===== src/rtl/alu_pkg.sv =====
// Shared definitions for the ALU command sequencer: widths, opcodes, FSM states.
package alu_pkg;

  localparam int DATA_W  = 32;
  localparam int SHAMT_W = 5;

  // Single-pass ALU opcodes
  localparam logic [3:0] OP_ADD = 4'b0000;
  localparam logic [3:0] OP_SUB = 4'b0001;
  localparam logic [3:0] OP_AND = 4'b0010;
  localparam logic [3:0] OP_OR  = 4'b0011;
  localparam logic [3:0] OP_NOT = 4'b0100;

  // Single-bit shift/rotate opcodes, iterated by the sequencer
  localparam logic [3:0] OP_ASR = 4'b1000;
  localparam logic [3:0] OP_SLL = 4'b1001;
  localparam logic [3:0] OP_SRL = 4'b1010;
  localparam logic [3:0] OP_ROL = 4'b1100;
  localparam logic [3:0] OP_ROR = 4'b1101;

  typedef enum logic [1:0] {
    ST_IDLE    = 2'd0,
    ST_ISSUE   = 2'd1,
    ST_CAPTURE = 2'd2,
    ST_RESP    = 2'd3
  } state_t;

endpackage


===== src/rtl/alu_op_classify.sv =====
// Combinational opcode decode: which opcodes the ALU supports, and which iterate.
module alu_op_classify
  import alu_pkg::*;
(
  input  logic [3:0] op,
  output logic       is_valid,
  output logic       is_shift
);

  // Decode opcode into supported / shift-class flags
  always_comb begin
    is_valid = 1'b0;
    is_shift = 1'b0;
    case (op)
      OP_ADD, OP_SUB, OP_AND, OP_OR, OP_NOT: is_valid = 1'b1;
      OP_ASR, OP_SLL, OP_SRL, OP_ROL, OP_ROR: begin
        is_valid = 1'b1;
        is_shift = 1'b1;
      end
      default: ;
    endcase
  end

endmodule


===== src/rtl/alu_sequencer.sv =====
// Command-side initiator for the clocked ALU. Multi-bit shifts/rotates are built
// by reissuing the single-bit op, feeding each ALU result back as operand A.
module alu_sequencer
  import alu_pkg::*;
(
  input  logic                clk,
  input  logic                reset,
  input  logic                cmd_valid,
  output logic                cmd_ready,
  input  logic [3:0]          cmd_op,
  input  logic [DATA_W-1:0]   cmd_a,
  input  logic [DATA_W-1:0]   cmd_b,
  input  logic [SHAMT_W-1:0]  cmd_shamt,
  output logic [DATA_W-1:0]   alu_a,
  output logic [DATA_W-1:0]   alu_b,
  output logic [3:0]          alu_op,
  output logic                alu_enable,
  input  logic [DATA_W-1:0]   alu_out,
  input  logic                alu_zero,
  output logic                rsp_valid,
  input  logic                rsp_ready,
  output logic [DATA_W-1:0]   rsp_data,
  output logic                rsp_zero,
  output logic                rsp_err
);

  state_t               state, next_state;
  logic [SHAMT_W-1:0]   remaining;
  logic                 is_valid, is_shift;
  logic                 cmd_fire, direct_resp;

  alu_op_classify u_classify (
    .op       (cmd_op),
    .is_valid (is_valid),
    .is_shift (is_shift)
  );

  // Held low during reset so no command is advertised until reset is released
  assign cmd_ready   = (state == ST_IDLE) && !reset;
  assign cmd_fire    = cmd_valid && cmd_ready;
  // Commands answered without touching the ALU
  assign direct_resp = !is_valid || (is_shift && (cmd_shamt == '0));
  assign alu_enable  = (state == ST_ISSUE);
  assign rsp_valid   = (state == ST_RESP);

  // State register
  always_ff @(posedge clk) begin
    if (reset) state <= ST_IDLE;
    else       state <= next_state;
  end

  // Next-state decode
  always_comb begin
    next_state = state;
    case (state)
      ST_IDLE:    if (cmd_fire) next_state = direct_resp ? ST_RESP : ST_ISSUE;
      ST_ISSUE:   next_state = ST_CAPTURE;
      ST_CAPTURE: next_state = (remaining == SHAMT_W'(1)) ? ST_RESP : ST_ISSUE;
      ST_RESP:    if (rsp_ready) next_state = ST_IDLE;
      default:    next_state = ST_IDLE;
    endcase
  end

  // ALU drive registers, iteration count and response capture
  always_ff @(posedge clk) begin
    if (reset) begin
      alu_a     <= '0;
      alu_b     <= '0;
      alu_op    <= '0;
      remaining <= '0;
      rsp_data  <= '0;
      rsp_zero  <= 1'b0;
      rsp_err   <= 1'b0;
    end else begin
      case (state)
        ST_IDLE: begin
          if (cmd_fire) begin
            if (!is_valid) begin
              rsp_data <= '0;
              rsp_zero <= 1'b0;
              rsp_err  <= 1'b1;
            end else if (is_shift && (cmd_shamt == '0)) begin
              rsp_data <= cmd_a;
              rsp_zero <= (cmd_a == '0);
              rsp_err  <= 1'b0;
            end else begin
              alu_a     <= cmd_a;
              alu_b     <= is_shift ? '0 : cmd_b;
              alu_op    <= cmd_op;
              remaining <= is_shift ? cmd_shamt : SHAMT_W'(1);
            end
          end
        end
        ST_CAPTURE: begin
          remaining <= remaining - SHAMT_W'(1);
          if (remaining == SHAMT_W'(1)) begin
            rsp_data <= alu_out;
            rsp_zero <= alu_zero;
            rsp_err  <= 1'b0;
          end else begin
            // Feed the partial result back; alu_a only moves before a reissue
            alu_a <= alu_out;
          end
        end
        default: ;
      endcase
    end
  end

endmodule


===== config.mk =====
export PLATFORM = sky130hd
export DESIGN_NAME = alu_sequencer
export DESIGN_NICKNAME = d
export VERILOG_FILES = /design/src/rtl/alu_pkg.sv /design/src/rtl/alu_op_classify.sv /design/src/rtl/alu_sequencer.sv
export SDC_FILE = /design/constraint.sdc
export NUM_CORES = 1
export LEC_CHECK = 0
export BUFFER_PORTS_ARGS = -buffer_cell sky130_fd_sc_hd__buf_4
export CAP_MARGIN = 10
export CELL_PAD_IN_SITES_DETAIL_PLACEMENT = 1
export CELL_PAD_IN_SITES_GLOBAL_PLACEMENT = 1
export CORE_AREA = 2 2 130 119
export CTS_BUF_LIST = sky130_fd_sc_hd__clkbuf_8 sky130_fd_sc_hd__clkbuf_16
export DETAILED_ROUTE_END_ITERATION = 7
export DIE_AREA = 0 0 132 121
export PLACE_DENSITY = 0.76
export SETUP_SLACK_MARGIN = 0.1
export SLEW_MARGIN = 10
export SYNTH_ARGS = -nofsm -noshare
export SYNTH_HDL_FRONTEND = slang
export SYNTH_HIERARCHICAL = 1
export SYNTH_SLANG_ARGS = --single-unit

===== constraint.sdc =====
create_clock -name clk -period 3.08 [get_ports clk]
set_input_delay 0.924 -clock clk [delete_from_list [all_inputs] [get_ports clk]]
set_output_delay 0.924 -clock clk [all_outputs]
set_load 0.005 [all_outputs]

==> results.sh <==
export IMPL_synth_cell_type_count=42
export IMPL_power_mw=3.71
export IMPL_max_stage_delay_ns=0.65
export IMPL_status="complete, no violations"
export IMPL_worstPathArrival_ns=2.72
export IMPL_drtAntennaViolNets=0
export IMPL_synthArstFlopShare_pct=0
export IMPL_firstDrtPassIters=4
export IMPL_crit_required_ns=3.33
export IMPL_detailed_place_hpwl_microns=13200
export IMPL_worst_slew_margin_rel_pct=52.0
export IMPL_dieArea_sq_um=16000
export IMPL_grt_pass1_vias=5561
export IMPL_setup_viol=0
export IMPL_max_clock_path_buffers=2
export IMPL_fin_setup_tns_ns=0
export IMPL_ir_worst_vdd_mv=0.273
export IMPL_finClkSkew_ns=0.00913
export IMPL_ioPinCount=215
export IMPL_cts_clk_slew_worst_paths_ns=0.07
export IMPL_drtIter0Drc=354
export IMPL_ys_ff_latch=109
export IMPL_insertion_delay_ns=0.35
export IMPL_crit_path_top_delay_cell="or4_1"
export IMPL_num_vias=5235
export IMPL_synth_edff_count=0
export IMPL_synth_top_area_share_pct=44.8
export IMPL_cap_violations=0
export IMPL_cp_cell_sequence="buf_4, or4_1, o211ai_2, buf_4, nand2_1, a311oi_1"
export IMPL_powerDensity_nw_per_um2=538
export IMPL_core_area_sq_um=14600
export IMPL_cts_resized_gates=0
export IMPL_fin_crit_ns=2.46
export IMPL_worst_r2r_setup_slack_ns=0.83
export IMPL_synthFlopType="dfxtp_1"
export IMPL_synth_avg_cell_area_sq_um=8.40
export IMPL_p_switching_mw=1.09
export IMPL_cts_root_buffer="clkbuf_16"
export IMPL_cts_tree="yes"
export IMPL_cts_sinks=109
export IMPL_avgViaCountPerCell=5.42
export IMPL_p_clk_share_pct=32.0
export IMPL_syn_nets=692
export IMPL_yosys_top_cells_count="nand2_1, dfxtp_1, nor3_1"
export IMPL_drc=0
export IMPL_wl_per_cell_microns=19.5
export IMPL_hp_class="register to register"
export IMPL_gp_congestion=0.793
export IMPL_post_cts_repair_setup_buffers=0
export IMPL_syn_area_sq_um=4870
export IMPL_fp_dieW_microns=132
export IMPL_start_util_pct=33.5
export IMPL_port_buffers=214
export IMPL_rows=42
export IMPL_critPathLaunchType="input port"
export IMPL_tightestPinTransition_ns=0.720
export IMPL_grt_pass1_wl_microns=29300
export IMPL_path_common_cell="buf_4"
export IMPL_max_freq_ghz=0.406
export IMPL_finalHoldViolCount=0
export IMPL_cts_htree_levels=3
export IMPL_yosysMostFrequentCell="nand2_1"
export IMPL_slew_viol_final=0
export IMPL_synthCells=580
export IMPL_worstPathMaxFanout=41
export IMPL_track_usage_pct=23.0
export IMPL_wirelength_microns=18800
export IMPL_antenna_found_initial=0
export IMPL_diodes=0
export IMPL_seq_power_share_pct=43.7
export IMPL_ys_seq_area_share_pct=44.8
export IMPL_holdBufCountCts=0
export IMPL_criticalPathCategory="input port to register"
export IMPL_overflow=0
export IMPL_synth_area_leaders="dfxtp_1, nand2_1, a311oi_1"
export IMPL_yosysWarningCount=6
export IMPL_power_leakage_nw=2.83
export IMPL_p_int_mw=2.62
export IMPL_areaGrowthSynthToFinish_pct=41.6
export IMPL_combPwrFrac_pct=24.2
export IMPL_rsz0062_at_grt="false"
export IMPL_grt_max_degree=63
export IMPL_synth_top_area_cell="dfxtp_1"
export IMPL_die_y_microns=121
export IMPL_nets=874
export IMPL_cts_buffers=9
export IMPL_swShare_pct=29.5
export IMPL_end_kind="register"
export IMPL_drive_gt1_share_pct=34.2
export IMPL_period_share_pct=80.0
[critical path, delay by kind of cell]
family,cells,cell delay (ns)
simple gates,2,0.75
buf+inv,2,0.53
compound gates,2,0.50
[power groups by stage]
stage          sequential, mW  combinational, mW  clock, mW
3_3_place_gp             1.65              0.871          0
6_report                 1.62              0.900       1.19
5_1_grt                  1.64              0.979       1.28
2_1_floorplan            1.64              0.451          0
3_5_place_dp             1.66              0.902          0
4_1_cts                  1.62              0.904       1.22
[path summary, 6_finish.rpt]
check | startpoint | to | cells past startpoint
max | cmd_shamt[1] | remaining[4] | 6
max reg2reg | state[0] | remaining[4] | 5
min | alu_b[2] | alu_b[2] | 2
min reg2reg | alu_b[2] | alu_b[2] | 2
[cell type report]
class	instances	area [sq um]
Inverter	2	7.51
Fill cell	1746	7650
Clock inverter	6	62.6
Multi-Input combinational cell	409	2390
Timing Repair Buffer	231	1770
Tap cell	198	248
Clock buffer	10	239
Sequential cell	109	2180
[per-layer routing]
layer	wire, microns	GRT usage, %	part of all wire, %	vias up
met5	0	0	0	-
met4	357	7.54	1.9	0
met3	1190	5.01	6.3	26
met2	9220	39.5	49	188
met1	8010	28.6	43	2551
li1	-	-	-	2470
[cell usage in the layout, fill, tap and decap left out, drive strengths merged, types with 4 or more instances in the layout]
cell / count
buf: 231
nand2: 143
dfxtp: 109
nor3: 67
a311oi: 66
a21oi: 41
nand3b: 32
clkbuf: 10
nor4: 8
inv: 5
nor2: 5
nand3: 4
a31oi: 4
nand2b: 4
o21ai: 4
[through the flow]
| step | hold WS, ns | utilization (%) | instance area (sq um) | setup WS (ns) | std cells |
|---|---|---|---|---|---|
| floorplan | 0.448 | - | 4870 | 0.506 | 580 |
| global placement | 0.439 | 45.4 | 6600 | 0.351 | 949 |
| detailed placement | 0.449 | 45.4 | 6600 | 0.253 | 949 |
| CTS | 0.459 | 47.4 | 6900 | 0.619 | 965 |
| global route | 0.479 | 47.4 | 6900 | 0.484 | 965 |
| finish | 0.458 | 47.4 | 6900 | 0.617 | 965 |
[cell families (layout without fill, tap and decap cells)]
family                     after synthesis  count (layout)  share of synthesized area (%)
and+or+nand+nor                        282             282                           28.5
AOI/OAI and AO/OA                      123             123                           19.4
DFF                                    109             109                           44.8
buffers and inverters                   62             249                           6.47
adders and majority gates                2               2                          0.513
xor gates and xnor gates                 2               2                          0.359
[state kept, by name, summed over array words and instances (netlist names)]
register   flops
alu_op         4
alu_b         32
rsp_zero       1
remaining      5
rsp_err        1
alu_a         32
state          2
rsp_data      32
No activity file was read; power rests on OpenSTA's default activity.
